## config.mk

```make
export PLATFORM = sky130hd
export DESIGN_NAME = fetch_sequencer
export DESIGN_NICKNAME = d
export VERILOG_FILES = /design/src/rtl/kgp_fetch_pkg.sv /design/src/rtl/fetch_timeout_ctr.sv /design/src/rtl/fetch_sequencer.sv
export SDC_FILE = /design/constraint.sdc
export NUM_CORES = 1
export LEC_CHECK = 0
export ABC_AREA = 1
export BUFFER_PORTS_ARGS = -buffer_cell sky130_fd_sc_hd__clkbuf_2
export CAP_MARGIN = 0
export CORE_MARGIN = 2
export CORE_UTILIZATION = 50
export DETAILED_ROUTE_END_ITERATION = 16
export HOLD_SLACK_MARGIN = 0.02
export PLACE_DENSITY = 0.76
export REMOVE_ABC_BUFFERS = 1
export SLEW_MARGIN = 20
export SYNTH_ARGS = -nofsm -noshare
export SYNTH_HDL_FRONTEND = slang
export SYNTH_HIERARCHICAL = 1
export SYNTH_SLANG_ARGS = --single-unit
export TNS_END_PERCENT = 30
```

## constraint.sdc

```tcl
create_clock -name clk -period 2.1 [get_ports clk]
set_clock_uncertainty 0.2 [all_clocks]
set_input_delay 0.105 -clock clk [delete_from_list [all_inputs] [get_ports clk]]
set_output_delay 0.105 -clock clk [all_outputs]
set_load 0.02 [all_outputs]
```

## src/rtl/kgp_fetch_pkg.sv

```systemverilog
// Shared definitions for the KGP-RISC fetch stage: state encodings, PC step,
// and branch-target formation (also used by the branch unit).
package kgp_fetch_pkg;

    typedef enum logic [2:0] {
        S_IDLE  = 3'd0,
        S_FETCH = 3'd1,
        S_ISSUE = 3'd2,
        S_HALT  = 3'd3,
        S_ERR   = 3'd4
    } fetch_state_e;

    localparam logic [31:0] PC_STEP = 32'd4;

    // Instruction slot presented to decode.
    typedef struct packed {
        logic        valid;
        logic [31:0] instr;
        logic [31:0] pc;
    } fetch_slot_t;

    function automatic logic [31:0] branch_target(input logic [25:0] off);
        return {4'b0, off, 2'b00};
    endfunction

endpackage

```

## src/rtl/fetch_timeout_ctr.sv

```systemverilog
// Counts consecutive un-acked fetch cycles; expired flags the last allowed cycle
// so the sequencer can move to ERR on the edge that ends it.
module fetch_timeout_ctr #(
    parameter int LIMIT = 15
) (
    input  logic clk,
    input  logic rst,
    input  logic clr,
    input  logic en,
    output logic expired
);

    localparam int CW = $clog2(LIMIT + 1);

    logic [CW-1:0] cnt;

    always_ff @(posedge clk) begin
        if (rst || clr)
            cnt <= '0;
        else if (en)
            cnt <= cnt + CW'(1);
    end

    assign expired = (cnt == CW'(LIMIT - 1));

endmodule

```

## src/rtl/fetch_sequencer.sv

```systemverilog
// Instruction-fetch sequencer: owns the PC, fetches over imem req/ack, hands
// instructions to decode, and handles redirect, halt and memory timeout.
module fetch_sequencer
    import kgp_fetch_pkg::*;
#(
    parameter logic [31:0] RESET_PC     = 32'd0,
    parameter int          IMEM_TIMEOUT = 15
) (
    input  logic        clk,
    input  logic        rst,
    output logic        imem_req,
    output logic [31:0] imem_addr,
    input  logic        imem_ack,
    input  logic [31:0] imem_data,
    output logic        instr_valid,
    output logic [31:0] instr,
    output logic [31:0] instr_pc,
    input  logic        stall,
    input  logic        redirect,
    input  logic [25:0] redirect_offset,
    input  logic        halt,
    output logic        halted,
    output logic        fetch_err
);

    fetch_state_e state;
    fetch_slot_t  slot;
    logic [31:0]  pc;
    logic         halt_pending;
    logic         in_fetch;
    logic         redir_ok;
    logic         stop_req;
    logic         expired;

    assign in_fetch  = (state == S_FETCH);
    assign redir_ok  = redirect && (state == S_FETCH || state == S_ISSUE);
    assign stop_req  = halt || halt_pending;

    assign imem_req    = in_fetch;
    assign imem_addr   = pc;
    assign instr_valid = slot.valid;
    assign instr       = slot.instr;
    assign instr_pc    = slot.pc;

    // Held at zero outside FETCH, so every FETCH entry (including a
    // redirected refetch) starts a fresh wait window.
    fetch_timeout_ctr #(.LIMIT(IMEM_TIMEOUT)) u_timeout (
        .clk     (clk),
        .rst     (rst),
        .clr     (!in_fetch || redir_ok),
        .en      (in_fetch && !imem_ack),
        .expired (expired)
    );

    always_ff @(posedge clk) begin
        if (rst) begin
            state        <= S_IDLE;
            pc           <= RESET_PC;
            slot         <= '0;
            halt_pending <= 1'b0;
            halted       <= 1'b0;
            fetch_err    <= 1'b0;
        end else begin
            if (halt)
                halt_pending <= 1'b1;
            case (state)
                S_IDLE: state <= S_FETCH;
                S_FETCH: begin
                    if (redir_ok) begin
                        // Any same-cycle ack data belongs to the old path; drop it.
                        pc         <= branch_target(redirect_offset);
                        slot.valid <= 1'b0;
                        if (stop_req) begin
                            state  <= S_HALT;
                            halted <= 1'b1;
                        end else begin
                            state <= S_FETCH;
                        end
                    end else if (stop_req) begin
                        state  <= S_HALT;
                        halted <= 1'b1;
                    end else if (imem_ack) begin
                        slot  <= '{valid: 1'b1, instr: imem_data, pc: pc};
                        pc    <= pc + PC_STEP;
                        state <= S_ISSUE;
                    end else if (expired) begin
                        state     <= S_ERR;
                        fetch_err <= 1'b1;
                    end
                end
                S_ISSUE: begin
                    if (redir_ok) begin
                        pc         <= branch_target(redirect_offset);
                        slot.valid <= 1'b0;
                        if (stop_req) begin
                            state  <= S_HALT;
                            halted <= 1'b1;
                        end else begin
                            state <= S_FETCH;
                        end
                    end else if (!stall) begin
                        slot.valid <= 1'b0;
                        if (stop_req) begin
                            state  <= S_HALT;
                            halted <= 1'b1;
                        end else begin
                            state <= S_FETCH;
                        end
                    end
                end
                default: ;  // HALT and ERR are left only through rst
            endcase
        end
    end

endmodule

```

==> results.py <==
metrics = {
    "run_status": {
        "outcome": "complete, no violations",
    },
    "timing": {
        "timing.final.crit_share": 0.930,
        "rsz0062_at_grt": "no",
        "layout_min_cycle_time_ns": 1.95,
        "tightestPinTransition_ns": 0.581,
        "hold_slack_ns": 0.274,
        "setup_viol": 0,
        "timing_max_transition_violations_final": 0,
        "timing_hold_violations_final": 0,
        "fmaxAchievable_mhz": 512,
        "slew-limit-headroom": 0.612,
        "layout_setup_ws_ns": 0.148,
    },
    "setup_path": {
        "timing.critical_path.from_type": "register",
        "startpoint": "imem_addr[3]",
        "regToRegSetupSlack_ns": 0.15,
        "crit_fanout": 7,
        "cp.arrival_ns": 2.05,
        "worst_r2r_startpoint": "imem_addr[3]",
        "end_kind": "register",
        "r2r_end": "imem_addr[14]",
        "setup.worst_path.class": "register to register",
        "critPathRequiredTime_ns": 2.20,
        "register_to_register_path_depth": 10,
    },
    "placed_design": {
        "count_of_port_buffers_added_during_placement": 159,
        "dpl.cell_count": 967,
        "post-dp-hpwl_mm": 9.32,
        "preCtsSetupSlack_ns": 0.107,
        "gp_routability_congestion": 0.913,
    },
    "synthesis": {
        "synth.top_cells.by_count": "151 x sky130_fd_sc_hd__nor2_1, 132 x sky130_fd_sc_hd__nand2_1, 103 x sky130_fd_sc_hd__dfxtp_1",
        "synthCells": 702,
        "top_flip_flop_cell_by_instance_count_after_synthesis": "sky130_fd_sc_hd__dfxtp_1",
        "synth.avg_cell_area_um2": 6.85,
        "synth.top_cells.by_area": "sky130_fd_sc_hd__dfxtp_1 43%, sky130_fd_sc_hd__nor2_1 12%, sky130_fd_sc_hd__nand2_1 10%",
        "netlist_area_um2": 4810,
        "yosysTopAreaCellShare": 0.429,
        "async_reset_ff_frac": 0,
        "ys_ff_latch": 103,
        "post-synth-top-count-cell": "sky130_fd_sc_hd__nor2_1",
        "synth.yosys.seq_area_share": 0.429,
        "synth_cell_type_count": 38,
        "synth_area_leader_cell": "sky130_fd_sc_hd__dfxtp_1",
        "number_of_enable_flip_flop_cells_after_synthesis": 0,
        "yosys_warnings": 6,
    },
    "hold_path": {
        "worst_hold_startpoint": "fetch_err",
        "worstHoldEndpoint": "fetch_err",
        "min-delay-path-class": "register to register",
        "whs_path_cells": 2,
    },
    "routing": {
        "postRouteAntennaNets": 0,
        "first_pass_drt_iterations": 5,
        "drc": 0,
        "first_iter_violations": 277,
        "routed_via_density": 5.12,
        "wl_mm": 14.2,
        "num_vias": 5370,
        "routed_wire_per_std_cell_um": 13.5,
    },
    "power_and_ir_drop": {
        "p_per_area_nw_per_um2": 691,
        "vdd_ir_drop_max_v": 0.000447,
        "power.static_leakage_nw": 2.88,
        "finalPower_mw": 4.52,
    },
    "floorplanning": {
        "die-area_um2": 10400,
        "core-area_um2": 9280,
        "placementRows": 35,
        "ioPinCount": 164,
        "initial_core_util": 0.518,
        "die-width_um": 102,
        "dieHeight_um": 102,
    },
    "layout": {
        "drive_above_1_share": 0.230,
        "layout-area-overhead-vs-synth_pct": 36.0,
        "utilization": 0.705,
        "ant_diodes": 0,
        "nets": 982,
        "stdcell_count": 1049,
    },
    "global_routing": {
        "grt_antenna_before_repair": 0,
        "globalRouteOverflowTotal": 0,
        "grt_pass1_vias": 4987,
        "grtUsageTotal": 0.266,
        "grt_first_pass_wirelength_mm": 22.5,
        "largest_net_degree_at_the_start_of_global_routing": 56,
    },
    "cts": {
        "cts-buffers-inserted": 9,
        "cts_root_cell": "sky130_fd_sc_hd__clkbuf_8",
        "worst_setup_hold_path_clk_slew_ns": 0.11,
        "h-tree-depth": 3,
        "post_cts_resized": 0,
        "clkLatencyLatePin_ns": 0.37,
        "clkSinkCount": 103,
        "cts-root-to-sink-buffers": 2,
        "cts_tree": "done",
    },
    "flow_run": {
        "maxCapViolCount": 0,
    },
}
per-stage QoR:
stage | instance area, um2 | setup TNS [ns]
floorplan | 4610 | -1.85
global placement | 5690 | 0
detailed placement | 5690 | 0
CTS | 6520 | 0
global route | 6550 | 0
finish | 6550 | 0
routing by layer:
metal / vias up / share of wire / GRT usage
met5: - / 0 / 0
met4: 0 / 0.018 / 0.0913
met3: 24 / 0.070 / 0.0438
met2: 189 / 0.48 / 0.473
met1: 2465 / 0.43 / 0.326
li1: 2692 / - / -
where the power goes:
part,internal (mW),switching [mW]
registers,2.06,0.117
clock network,0.566,0.733
logic,0.403,0.647
total,3.03,1.50
registers in the layout, indices dropped and copies added (netlist names):
register,cells
fetch_err,1
instr_pc,30
instr,32
halted,1
halt_pending,1
imem_addr,30
instr_valid,1
u_timeout/cnt,4
state,3
kinds of logic (layout without fill, tap and decap cells):
logic type,Yosys count,in the layout,share of synthesized area
multiplexers,1,1,0.00208
AO/OA/AOI/OAI,145,145,0.157
XOR/XNOR,4,4,0.00728
flip-flops,103,103,0.429
AND/OR/NAND/NOR,359,359,0.313
buffers and inverters,86,301,0.0827
other,1,4,0.000779
adder cells (fa/ha/maj),3,3,0.00780
final cells by class:
class / count / area, um2
tap: 129 / 161
sequential: 103 / 2060
timing repair buffer: 236 / 1570
multi-input combinational: 516 / 2360
inverter: 49 / 188
clock inverter: 7 / 78.8
fill: 793 / 2740
clock buffer: 9 / 124
critical path: stages, from the launching register on:
cell and delay [ns]:
sky130_fd_sc_hd__dfxtp_1 0.44, sky130_fd_sc_hd__ha_1 0.20, sky130_fd_sc_hd__nand2_1 0.08, sky130_fd_sc_hd__nor2_2 0.18, sky130_fd_sc_hd__nand2_2 0.11, sky130_fd_sc_hd__nor2_4 0.16, sky130_fd_sc_hd__buf_4 0.13, sky130_fd_sc_hd__nand2_1 0.04
sky130_fd_sc_hd__o21ai_0 0.15, sky130_fd_sc_hd__nand2_1 0.06, sky130_fd_sc_hd__a21oi_1 0.11
what timing repair did:
item                       CTS  global route
buffers inserted             0             3
hold buffers                63             0
setup endpoints to repair    0             4
hold endpoints to repair    70             0
worst max-delay path by stage:
stage | to | cells after the start
after global routing | imem_addr[28] | 10
final | imem_addr[14] | 10
after detailed placement | imem_addr[28] | 10
after global placement | imem_addr[28] | 10
after CTS | imem_addr[28] | 10
after floorplan | instr_pc[11] | 5
layout by cell type, fill, tap and decap left out, types with 3 or more instances in the layout:
| master | instances |
|---|---|
| sky130_fd_sc_hd__a31oi_1 | 4 |
| sky130_fd_sc_hd__o21ai_0 | 78 |
| sky130_fd_sc_hd__conb_1 | 4 |
| sky130_fd_sc_hd__clkbuf_8 | 9 |
| sky130_fd_sc_hd__buf_12 | 3 |
| sky130_fd_sc_hd__nand2_1 | 132 |
| sky130_fd_sc_hd__or2_0 | 6 |
| sky130_fd_sc_hd__nand4_1 | 9 |
| sky130_fd_sc_hd__nand2_2 | 6 |
| sky130_fd_sc_hd__inv_1 | 43 |
| sky130_fd_sc_hd__clkbuf_2 | 159 |
| sky130_fd_sc_hd__nor3_1 | 5 |
| sky130_fd_sc_hd__a21oi_1 | 50 |
| sky130_fd_sc_hd__o21ai_1 | 7 |
| sky130_fd_sc_hd__nor2_2 | 4 |
| sky130_fd_sc_hd__dlygate4sd3_1 | 63 |
| sky130_fd_sc_hd__ha_1 | 3 |
| sky130_fd_sc_hd__nand3_1 | 38 |
| sky130_fd_sc_hd__buf_4 | 11 |
| sky130_fd_sc_hd__nor2_1 | 151 |
| sky130_fd_sc_hd__inv_2 | 4 |
| sky130_fd_sc_hd__dfxtp_1 | 103 |
(Power assumes the default switching activity.)
